File: config.mk
export PLATFORM = sky130hd
export DESIGN_NAME = morse_tx_sequencer
export DESIGN_NICKNAME = d
export VERILOG_FILES = /design/src/rtl/morse_tx_sequencer.sv
export SDC_FILE = /design/constraint.sdc
export NUM_CORES = 1
export LEC_CHECK = 0
export ABC_AREA = 0
export ABC_CLOCK_PERIOD_IN_PS = 3300
export BUFFER_PORTS_ARGS = -buffer_cell sky130_fd_sc_hd__buf_2
export CAP_MARGIN = 5
export CORE_ASPECT_RATIO = 1.2
export CORE_MARGIN = 2
export CORE_UTILIZATION = 45
export CTS_BUF_LIST = sky130_fd_sc_hd__clkbuf_4 sky130_fd_sc_hd__clkbuf_8 sky130_fd_sc_hd__clkbuf_16
export DETAILED_ROUTE_END_ITERATION = 6
export GPL_ROUTABILITY_DRIVEN = 1
export PLACE_DENSITY = 0.66
export SYNTH_ARGS = -nofsm -noshare
export SYNTH_HDL_FRONTEND = slang
export SYNTH_SLANG_ARGS = --single-unit
File: constraint.sdc
create_clock -name clk_i -period 3.3 [get_ports clk_i]
set_input_delay 0.165 -clock clk_i [delete_from_list [all_inputs] [get_ports clk_i]]
set_output_delay 0.165 -clock clk_i [all_outputs]
set_load 0.01 [all_outputs]
File: src/rtl/morse_tx_sequencer.sv
// Morse transmit sequencer: takes one character per handshake, drives the
// code/length LUT select, then keys out marks, element gaps and char gap.
module morse_tx_sequencer #(
  parameter int UNIT_CYCLES    = 12,
  parameter int CHAR_GAP_UNITS = 3
) (
  input  logic       clk_i,
  input  logic       rst_i,
  input  logic [2:0] char_i,
  input  logic       char_valid_i,
  output logic       char_ready_o,
  input  logic       abort_i,
  output logic [2:0] lut_sel_o,
  input  logic [4:0] lut_code_i,
  input  logic [2:0] lut_len_i,
  output logic       key_o,
  output logic       busy_o,
  output logic       done_o
);

  localparam int MAX_U =
    (CHAR_GAP_UNITS > 3) ? CHAR_GAP_UNITS : 3;
  localparam int CNT_W = $clog2(MAX_U * UNIT_CYCLES + 1);

  localparam logic [CNT_W-1:0] T_DOT =
    CNT_W'(UNIT_CYCLES - 1);
  localparam logic [CNT_W-1:0] T_DASH =
    CNT_W'(3 * UNIT_CYCLES - 1);
  localparam logic [CNT_W-1:0] T_CGAP =
    CNT_W'(CHAR_GAP_UNITS * UNIT_CYCLES - 1);

  typedef enum logic [2:0] {
    S_IDLE,
    S_LOAD,
    S_MARK,
    S_GAP,
    S_CGAP
  } state_t;

  state_t           r_state;
  logic [CNT_W-1:0] r_timer;
  logic [4:0]       r_shreg;
  logic [2:0]       r_rem;
  logic [2:0]       r_sel;
  logic             r_done;

  logic             w_accept;
  logic             w_tdone;
  logic [2:0]       w_len;

  assign char_ready_o = (r_state == S_IDLE) & ~rst_i;
  assign w_accept     = char_valid_i & char_ready_o;
  assign w_tdone      = (r_timer == '0);
  assign w_len        = (lut_len_i > 3'd4) ? 3'd4 : lut_len_i;

  assign lut_sel_o = r_sel;
  assign key_o     = (r_state == S_MARK);
  assign busy_o    = (r_state != S_IDLE);
  assign done_o    = r_done;

  always_ff @(posedge clk_i) begin
    if (rst_i) begin
      r_state <= S_IDLE;
      r_timer <= '0;
      r_shreg <= '0;
      r_rem   <= '0;
      r_sel   <= '0;
      r_done  <= 1'b0;
    end else begin
      r_done <= 1'b0;
      if (abort_i && r_state != S_IDLE) begin
        r_state <= S_IDLE;
        r_timer <= '0;
      end else begin
        unique case (r_state)
          S_IDLE: begin
            if (w_accept) begin
              r_sel   <= char_i;
              r_state <= S_LOAD;
            end
          end
          S_LOAD: begin
            r_shreg <= lut_code_i;
            r_rem   <= w_len;
            r_timer <= lut_code_i[0] ? T_DASH : T_DOT;
            r_state <= S_MARK;
          end
          S_MARK: begin
            if (!w_tdone) begin
              r_timer <= r_timer - 1'b1;
            end else begin
              r_shreg <= r_shreg >> 1;
              if (r_rem == 3'd0) begin
                r_timer <= T_CGAP;
                r_state <= S_CGAP;
              end else begin
                r_rem   <= r_rem - 3'd1;
                r_timer <= T_DOT;
                r_state <= S_GAP;
              end
            end
          end
          S_GAP: begin
            if (!w_tdone) begin
              r_timer <= r_timer - 1'b1;
            end else begin
              r_timer <= r_shreg[0] ? T_DASH : T_DOT;
              r_state <= S_MARK;
            end
          end
          S_CGAP: begin
            if (!w_tdone) begin
              r_timer <= r_timer - 1'b1;
            end else begin
              r_done  <= 1'b1;
              r_state <= S_IDLE;
            end
          end
          default: r_state <= S_IDLE;
        endcase
      end
    end
  end

endmodule

### After elaboration in Yosys (flattened, before gate mapping)

Index checks and enable logic that the tools add are counted.
Widths: inputs -> output; s select.

* bits in registers: 21
* input bits: 15
* output and inout port bits: 7

* add/subtract/negate cells: 2
* $lt $le $gt $ge: 1
* equal/unequal tests: 10
* multiplexer cells: 20
* bitwise operators: 5
* reduce and logical (&&, ||, !) cells: 14

Operators by type and width (number)
* $mux 6: 6
* $mux 3: 8
* $pmux 6 s4: 1
* $pmux 3 s5: 1
* $ne 2x2->1 const B: 5
* $pmux 5 s2: 1
* $reduce_and 4->1: 2
* $eq 3x2->1 const B: 2
* $logic_not 3->1: 2
* $logic_not 6->1: 1
* $pmux 3 s2: 1
* $reduce_and 3->1: 2
* $sub 6x1->6 const B: 1
* $mux 5: 1
* $reduce_bool 4->1: 1
* $eq 3x1->1 const B: 1
* $eq 3x3->1 const B: 1
* $gt 3x3->1 const B: 1
* $not 1->1: 3
* $reduce_bool 3->1: 1
* $reduce_or 3->1: 1
* $sub 3x1->3 const B: 1
* $and 1x1->1: 2
* $ne 2x1->1 const B: 1
* other kinds (5): 5

### Logic depth before layout (Yosys ltp)

* depth after elaboration: 5
* mapped depth: 7

### Worst setup path before layout

No wires, ideal clock.

* path type: flip-flop to flip-flop
* start: register r_timer[0]
* end: register r_timer[3]
* data arrival time: 1730 ps
* data required time: 3221 ps
* setup slack: 1490 ps
* stages on the path, launching flop included: 8
* clock period less this slack: 1810 ps
* cells stage by stage: dfxtp_1 -> inv_1 -> ha_1 -> nor3b_1 -> a21oi_2 -> nor2_1 -> or4_1 -> a22oi_1

* word-level cells in the longest chain between the ends: 3
* elaborated cells between the ends (all ways): 8
* classes of those cells: add/sub: 1; eq/ne: 1; mux: 4; reduce/logical: 2

RTL lines
* from (decl): line 41 `logic [CNT_W-1:0] r_timer;`
* from (signal assigned): line 85 `r_timer <= lut_code_i[0] ? T_DASH : T_DOT;`
* from (signal assigned): line 90 `r_timer <= r_timer - 1'b1;`
* from (signal assigned): line 105 `r_timer <= r_timer - 1'b1;`
* $sub 6x1->6 / $logic_not 6->1 (equally long branches)
* $mux 6 (tied with other cells): line 112 `if (!w_tdone) begin`
* $pmux 6 s4 / $reduce_and 2->1 (equally long branches)

Parallel ways exist; a longest one is shown, timed or not. The select of a mux whose other input is x is not followed.
A chain may end at the register's enable or synchronous reset.

### Final worst setup path

* start: register r_state[2]
* end: register r_timer[3]

* word-level cells in the longest chain between the ends: 3
* elaborated cells between the ends (all ways): 11
* classes of those cells: eq/ne: 5; mux: 1; reduce/logical: 5

RTL lines
* from (decl): line 40 `state_t r_state;`
* from (signal assigned): line 63 `r_state <= S_IDLE;`
* from (signal assigned): line 72 `r_state <= S_IDLE;`
* from (signal assigned): line 79 `r_state <= S_LOAD;`
* $eq 3x3->1 (tied with other cells): line 75 `unique case (r_state)`
* $ne 2x2->1 (no source line) (tied with other cells)
* $reduce_and 2->1 (no source line) / $reduce_or 2->1 (equally long branches)

Parallel ways exist; a longest one is shown, timed or not.

==> flow_summary.yaml <==
run_status:
  status: "finished clean"
logic_synthesis:
  synth_edf_count: 0
  ys_async_sr_fraction_pct: 0
  yosysWarnings: 0
  synthCells: 168
  synth_area_per_cell_um2: 7.97
  synth_area_um2: 1340
  syn_nets: 186
  yosysUniqueCellTypes: 45
  ys_ff_latch: 21
  ys.flop_type: "dfxtp_1"
  yosysSeqAreaShare_pct: 31.4
job:
  cap_violations: 0
power:
  p_leak_nw: 0.641
  p_per_area_nw_per_um2: 845
  irDropWorstVdd_uv: 418
  combPwrFrac_pct: 56.3
  swShare_pct: 47.5
  p_int_mw: 0.659
  seqPwrFrac_pct: 33.6
  power_switching_mw: 0.596
  p_clk_share_pct: 10.2
setup_path:
  crit_path_end: "r_timer[3]"
  worstSetupStartpoint: "r_state[2]"
  path_max_fanout: 22
  cp.depth: 5
  crit_slowest_cell: "dfxtp_1"
  path_class: "reg2reg"
  ff2ff_path_depth: 5
  crit_chain: "or3b_4 > a21oi_2 > nor2_1 > or4_1 > a22oi_1"
  crit_required_ps: 3540
  arrival_ps: 2440
  timing.rr.end: "r_timer[3]"
  path_buf_inv: 0
  endpoint_kind: "register"
  cp_slowest_stage_delay_ps: 730
  cp_top_family: "simple AND/OR/NAND/NOR gates"
  regToRegStartpoint: "r_state[2]"
  startpoint_type: "register"
  r2r_setup_slack_ps: 1100
routing:
  wire_per_inst_um: 14.0
  detail_route.iter0.violations: 36
  antenna_left: 0
  drc: 0
  num_vias: 1271
  wl_um: 3060
  drt_first_pass_iters: 4
  vias_per_cell: 5.80
floorplan:
  io_pins: 22
  placementRows: 21
  die_y_um: 63.8
  start_util_pct: 47.6
  core_area_um2: 2810
  dieArea_um2: 3430
  die_w_um: 53.8
layout:
  layout.cells.non_filler: 219
  drive_above_1_share_pct: 20.0
  area_growth_pct: 10.9
  seq_area_um2: 420
  fill_cells: 267
  multi_input_area_um2: 860
  nNetsFinal: 204
  n_antenna_cell: 0
clock_network:
  insertion_delay_ps: 310
  cts_tree: "yes"
  path_clk_slew_ps: 120
  cts_setup_buffers: 0
  ctsHoldBuffers: 0
  cts_buffers: 3
  cts.sinks: 21
  cts.path.max_buffers: 2
  cts_root_buf: "clkbuf_4"
  cts_resized: 0
  htreeDepth: 1
timing:
  rsz0062_at_grt: "no"
  tightest_slew_ps: 662
  maxSlewViolCount: 0
  max_freq_mhz: 455
  setup_viol_count_final: 0
  fin_crit_ps: 2200
  setup_tns_ps: 0
  maxSlewHeadroom_pct: 55.8
  fin_worst_skew_ps: 2.13
  fin_crit_sh_pct: 66.6
  hold_viol: 0
placed_design:
  routabilityCongestion: 0.834
  hpwl_um: 2260
  dp_cells: 215
  portBuffers: 21
global_route:
  grt_util_all_layers_pct: 20.7
  grt_max_degree: 23
  grt_pass1_wl_um: 5410
  grt_pass1_vias: 1164
  antenna_found_initial: 0
  grt_overflow: 0
hold_path:
  hp-class: "in2reg"
through the flow:
| step | util, % | power [mW] | setup WS (ps) | area [µm²] | hold slack, ps |
|---|---|---|---|---|---|
| final | 52.8 | 1.26 | 1100 | 1490 | 82.6 |
| after global routing | 52.8 | 1.37 | 898 | 1490 | 113 |
| after CTS | 52.8 | 1.26 | 1140 | 1490 | 78.1 |
| after detailed placement | 51.8 | 1.12 | 1140 | 1460 | 412 |
| after global placement | 51.8 | 1.11 | 1200 | 1460 | 404 |
| after floorplan | - | 0.967 | 1490 | 1340 | 238 |
how the worst min path moves through the flow:
stage          startpoint            to  slack [ps]  cells past startpoint
2_1_floorplan       rst_i      r_rem[1]         240                      1
3_3_place_gp    char_i[1]  lut_sel_o[1]         400                      3
3_5_place_dp    char_i[0]  lut_sel_o[0]         410                      3
4_1_cts         char_i[0]  lut_sel_o[0]          80                      3
5_1_grt         char_i[1]  lut_sel_o[1]         110                      3
6_report        char_i[0]  lut_sel_o[0]          80                      3
synth_stat cells (2+ instances only):
cell | number | area (µm²)
mux2i_1 | 7 | 70.1
buf_2 | 2 | 10.0
inv_1 | 6 | 22.5
ha_1 | 3 | 37.5
a2111oi_0 | 2 | 17.5
nor4_1 | 2 | 12.5
nor3b_1 | 3 | 22.5
o21ai_0 | 8 | 40.0
dfxtp_1 | 21 | 420
nand2_1 | 11 | 41.3
or3b_1 | 2 | 17.5
clkbuf_1 | 7 | 26.3
nor2b_1 | 3 | 18.8
mux2_2 | 4 | 45.0
nand3b_1 | 3 | 22.5
nor2_1 | 22 | 82.6
a21oi_1 | 17 | 85.1
nor3_1 | 8 | 40.0
nand3_1 | 3 | 15.0
or3_1 | 3 | 18.8
a311oi_1 | 4 | 35.0
a221oi_1 | 2 | 17.5
nand2b_1 | 3 | 18.8
state kept, by name, summed over array words and instances (netlist names):
name	count
r_shreg	5
lut_sel_o	3
r_state	3
r_rem	3
r_timer	6
done_o	1
kinds of logic after synthesis:
logic type      Yosys count  synth area share (%)
compound gates           44                  22.8
buf+inv                  15                  4.39
mux                      11                  8.60
fa+ha+maj                 3                  2.80
flops                    21                  31.4
xor+xnor                  1                 0.654
simple gates             73                  29.3
layout make-up:
type                       count  share of cell area, %
timing repair buffer          22                   7.58
clock buffer                   3                   1.52
tap                           34                   2.86
inverter                       6                   1.52
clock inverter                 1                  0.337
multi-input combinational    132                   57.9
sequential                    21                   28.3
cells in the final DEF (no fill, tap or decap), types with 3 or more instances in the layout:
| cell type | n |
|---|---|
| nor2_1 | 22 |
| dfxtp_1 | 21 |
| buf_2 | 21 |
| a21oi_1 | 17 |
| nand2_1 | 11 |
| o21ai_0 | 8 |
| nor3_1 | 8 |
| mux2i_1 | 7 |
| inv_1 | 6 |
| a311oi_1 | 4 |
| mux2_2 | 4 |
| nor3b_1 | 3 |
| or3_1 | 3 |
| nand3b_1 | 3 |
| nor2b_1 | 3 |
| nand2b_1 | 3 |
| nand3_1 | 3 |
| ha_1 | 3 |
| clkbuf_4 | 3 |
metal layers:
layer | global-route usage (%) | vias to the layer above | share of wire, %
met5 | 0 | - | 0
met4 | 6.73 | 0 | 1.1
met3 | 3.27 | 4 | 4.6
met2 | 33.2 | 35 | 50
met1 | 27.6 | 582 | 45
li1 | - | 650 | -
power groups by stage:
stage	logic [mW]	clock network (mW)	registers (mW)
after floorplan	0.607	0	0.360
after global placement	0.688	0	0.420
after detailed placement	0.697	0	0.426
after CTS	0.705	0.134	0.419
after global routing	0.795	0.139	0.439
final	0.707	0.127	0.421
worst min-delay path: stages:
cell,delay [ps]
buf_2,70
mux2i_1,50
nor2_1,70
Power figures use the tool's default switching activity.
